File: src/rtl/instruction_fetch.sv
// IF stage: owns the PC, issues req/ack fetches, applies branch prediction, and
// feeds the IF/ID register through a one-entry skid buffer under decode stalls.
module instruction_fetch #(
    parameter logic [15:0] RESET_PC        = 16'h0000,
    parameter logic [15:0] NOP_INSTRUCTION = 16'h0000
) (
    input  logic        clk,
    input  logic        rst,
    input  logic        stall_hz,
    input  logic        flush_ex,
    input  logic [15:0] redirect_pc_ex,
    input  logic        branch_prediction_bp,
    input  logic [15:0] predicted_target_bp,
    output logic        imem_req,
    output logic [15:0] imem_addr,
    input  logic        imem_ack,
    input  logic [15:0] imem_rdata,
    output logic [15:0] instruction_if,
    output logic [15:0] next_program_counter_if,
    output logic [15:0] pc_if,
    output logic        branch_prediction_if,
    output logic        valid_if
);

    typedef enum logic [1:0] {FETCH, WAIT, HOLD, DRAIN} state_t;

    state_t      state;
    logic [15:0] pc;
    logic [15:0] req_addr;
    logic [15:0] skid_instr;
    logic [15:0] skid_pc;
    logic        skid_pred;
    logic        skid_full;

    logic [15:0] fall_through;
    logic [15:0] next_pc;
    logic        capture;
    logic        unskid;

    // A request stays on the bus until acked; FETCH only starts one when decode can move.
    always_comb begin
        imem_req  = 1'b0;
        imem_addr = pc;
        if (!rst) begin
            case (state)
                FETCH:       imem_req = ~stall_hz & ~flush_ex;
                WAIT, DRAIN: begin
                    imem_req  = 1'b1;
                    imem_addr = req_addr;
                end
                default:     imem_req = 1'b0;
            endcase
        end
    end

    always_comb begin
        fall_through = imem_addr + 16'd1;
        next_pc      = branch_prediction_bp ? predicted_target_bp : fall_through;
        capture      = ~flush_ex & ~stall_hz & imem_req & imem_ack &
                       ((state == FETCH) | (state == WAIT));
        unskid       = ~flush_ex & ~stall_hz & (state == HOLD) & skid_full;
    end

    always_ff @(posedge clk or posedge rst) begin
        if (rst) begin
            state                   <= FETCH;
            pc                      <= RESET_PC;
            req_addr                <= RESET_PC;
            skid_instr              <= NOP_INSTRUCTION;
            skid_pc                 <= 16'h0000;
            skid_pred               <= 1'b0;
            skid_full               <= 1'b0;
            instruction_if          <= NOP_INSTRUCTION;
            next_program_counter_if <= 16'h0000;
            pc_if                   <= 16'h0000;
            branch_prediction_if    <= 1'b0;
            valid_if                <= 1'b0;
        end else begin
            if (flush_ex) begin
                pc        <= redirect_pc_ex;
                skid_full <= 1'b0;
                // An unacked request must still be drained before the redirect is fetched.
                if ((state == WAIT || state == DRAIN) && !imem_ack)
                    state <= DRAIN;
                else
                    state <= FETCH;
            end else begin
                case (state)
                    FETCH: begin
                        if (imem_req) begin
                            req_addr <= pc;
                            if (imem_ack)
                                pc <= next_pc;
                            else
                                state <= WAIT;
                        end
                    end
                    WAIT: begin
                        if (imem_ack) begin
                            pc <= next_pc;
                            if (stall_hz) begin
                                skid_instr <= imem_rdata;
                                skid_pc    <= req_addr;
                                skid_pred  <= branch_prediction_bp;
                                skid_full  <= 1'b1;
                                state      <= HOLD;
                            end else begin
                                state <= FETCH;
                            end
                        end
                    end
                    HOLD: begin
                        if (!stall_hz) begin
                            skid_full <= 1'b0;
                            state     <= FETCH;
                        end
                    end
                    DRAIN: begin
                        if (imem_ack)
                            state <= FETCH;
                    end
                    default: state <= FETCH;
                endcase
            end

            // IF/ID register: load, or insert a bubble whenever decode advances without a load.
            if (capture) begin
                instruction_if          <= imem_rdata;
                pc_if                   <= imem_addr;
                next_program_counter_if <= fall_through;
                branch_prediction_if    <= branch_prediction_bp;
                valid_if                <= 1'b1;
            end else if (unskid) begin
                instruction_if          <= skid_instr;
                pc_if                   <= skid_pc;
                next_program_counter_if <= skid_pc + 16'd1;
                branch_prediction_if    <= skid_pred;
                valid_if                <= 1'b1;
            end else if (flush_ex || !stall_hz) begin
                instruction_if <= NOP_INSTRUCTION;
                valid_if       <= 1'b0;
            end
        end
    end

endmodule

File: config.mk
export PLATFORM = sky130hd
export DESIGN_NAME = instruction_fetch
export DESIGN_NICKNAME = d
export VERILOG_FILES = /design/src/rtl/instruction_fetch.sv
export SDC_FILE = /design/constraint.sdc
export NUM_CORES = 1
export LEC_CHECK = 0
export CORE_UTILIZATION = 47
export DETAILED_ROUTE_END_ITERATION = 10
export PLACE_DENSITY = 0.88
export SLEW_MARGIN = 20
export SYNTH_ARGS = -nofsm -noshare
export SYNTH_HDL_FRONTEND = slang
export SYNTH_SLANG_ARGS = --single-unit
File: constraint.sdc
create_clock -name clk -period 3.7 [get_ports clk]
set_input_delay 0.37 -clock clk [delete_from_list [all_inputs] [get_ports clk]]
set_output_delay 0.37 -clock clk [all_outputs]
set_load 0.05 [all_outputs]
==> results.toml <==
[timing]
setup_tns_ps = 0
drv_slew = 0
worstMarginPinSlew_ps = 936
finalHoldViolCount = 0
fin_crit_sh = 0.831
rsz0062_at_grt = "no"
period_minus_slack_ps = 3070
setup_ws_ps = 626
fmax_ghz = 0.325
relSlewSlack = 0.372
clock_skew_ps = 5.91
finalSetupViolCount = 0

[floorplan]
die_w_um = 114
initial_core_util = 0.485
core_um2 = 12100
rows = 40
die_area_um2 = 13000
die_h_um = 114
top_level_ports = 121

[grt]
antenna_found_initial = 0
grt-ovfl-total = 0
grt_pass1_wl_um = 27500
grt_max_degree = 60
grtUsageTotal = 0.280
grt_pass1_vias = 5288

[final_layout]
multiInputGateArea_um2 = 2670
fillers = 943
drive_above_1_share = 0.154
regArea_um2 = 2950
area_delta_synth_final_pct = 34.8
nNetsFinal = 745
final_common_cell = "clkdlybuf4s50_1"
final_cell_mix = "120 x clkdlybuf4s50_1, 118 x dfrtp_1, 67 x nand2_1, 49 x mux2_2, 42 x nor2_1"
diodes = 0

[synth]
synthDistinctLibCells = 53
synth_cells = 563
synth.avg_cell_area_um2 = 10.4
synth-seq-cells = 118
synth_edf_count = 0
synth_ff_type = "dfrtp_1"
synth_seq_area_share = 0.502
async_reset_ff_frac = 1.00
netlist_area_um2 = 5880
yosysWarningCount = 0
synth_nets = 619

[setup_path]
endpoint_kind = "primary output"
max_stage_delay_ps = 720
worst-path-buf-inv = 4
cpMostUsedCell = "clkdlybuf4s50_1"
worst_path_max_delay_cell = "clkdlybuf4s50_1"
crit_path_max_fanout = 11
cp_top_family = "buffers and inverters"
cp-startpoint = "rst"
start_kind = "input port"
worst-r2r-cell-count = 11
crit_required_ps = 3330
path_depth = 6
criticalPathCategory = "input port to primary output"
cp.arrival_ps = 2700
r2r-start = "state[0]"
crit_chain = "clkdlybuf4s50_1 -> and2b_1 -> buf_4 -> mux2i_1 -> inv_2 -> clkdlybuf4s50_1"

[routing]
ant_nets = 0
drt_wl_total_um = 17200
wl_per_cell_um = 19.8
num_vias = 5120
dr.pass1.iters = 6
drt-initial-drc-count = 499
drc = 0
vias_per_cell = 5.90

[placed_design]
dpl.hpwl_um = 12000
io_buffers = 120
pre_cts_ws_ps = 499
gp_congestion = 0.911

[clock_network]
cts_tree = "built"
h-tree-depth = 4
cts_sinks = 118
clkSlewWorstSetupHoldPaths_ps = 50
cts_buffer_depth = 2
clock_latency_ps = 410
cts_resized = 0
cts_root_buf = "clkbuf_16"
post-cts-setup-buffers = 0
cts_hold_buf = 0
cts_buffers = 17

[min_path]
hp-start = "pc_if[1]"
hp-class = "register to register"
hold_depth = 2

[power_and_ir_drop]
ir_drop_uv = 375
pwr_density_cell_nw_per_um2 = 608
p_leak_nw = 3.57

[flow_run]
cap_violations = 0

[run_status]
outcome = "finished clean"
-- synthesized netlist by cell type (all sizes together), types with 8 or more instances --
master | count | share of area
o21ai | 33 | 0.028
nor2 | 43 | 0.027
inv | 36 | 0.023
a221o | 13 | 0.022
a222oi | 17 | 0.029
mux2i | 21 | 0.037
a21oi | 10 | 0.0085
clkbuf | 24 | 0.015
nor3 | 9 | 0.0085
nand2 | 67 | 0.043
xnor2 | 19 | 0.028
dfrtp | 118 | 0.50
and3 | 8 | 0.0094
mux2 | 50 | 0.096
nand3 | 12 | 0.010
a22oi | 14 | 0.018
-- cells by family after synthesis --
logic type	count (synthesis)	share of synthesized area
adders and majority gates	2	0.00426
muxes	71	0.133
DFF	118	0.502
xor gates and xnor gates	25	0.0373
and+or+nand+nor	163	0.129
AOI/OAI and AO/OA	118	0.149
buffers and inverters	66	0.0441
-- flip-flops by register name (all words and copies together), names as in the netlist --
signal	count
branch_prediction_if	1
instruction_if	16
next_program_counter_if	16
pc	16
pc_if	16
req_addr	16
skid_full	1
skid_instr	16
skid_pc	16
skid_pred	1
state	2
valid_if	1
-- stage by stage --
step	power [W]	cells	hold slack, ps	instance area, µm²	util
after CTS	0.00482	868	489	7920	0.654
after global routing	0.00499	868	508	7920	0.654
after global placement	0.00304	838	458	7300	0.603
final	0.00482	868	487	7920	0.654
after detailed placement	0.00308	838	469	7300	0.603
after floorplan	0.00259	563	436	5880	-
-- routing by layer --
layer	track usage	vias to the layer above	share of wire
met3	0.0956	32	0.091
met2	0.457	251	0.49
li1	-	2289	-
met1	0.341	2548	0.40
met5	0	-	0
met4	0.114	0	0.025
-- cell type report --
type / instances / area share
inverter: 36 / 0.0174
timing repair buffer: 137 / 0.168
sequential: 118 / 0.373
multi-input combinational: 379 / 0.337
clock inverter: 9 / 0.0189
clock buffer: 21 / 0.0594
tap: 168 / 0.0265
-- worst paths after layout --
check | slack (ps) | end
worst max-delay path | 630 | imem_addr[8]
worst min-delay path | 490 | pc_if[1]
worst max register to register | 860 | next_program_counter_if[10]
worst min register to register | 490 | pc_if[1]
max in group asynchronous | 2220 | instruction_if[10]
min in group asynchronous | 570 | req_addr[14]
-- report_power, final --
part	internal, W	leakage [nW]	total, W	switching [W]
clock network	0.00117	0.301	0.00174	0.000568
registers	0.00154	1.51	0.00179	0.000245
logic	0.000517	1.75	0.00130	0.000778
-- worst min-delay path, stage by stage (launching register included) --
cell and delay, ps:
dfrtp_1 340, nand2_1 50, nand2_1 60
(Power assumes the default switching activity.)
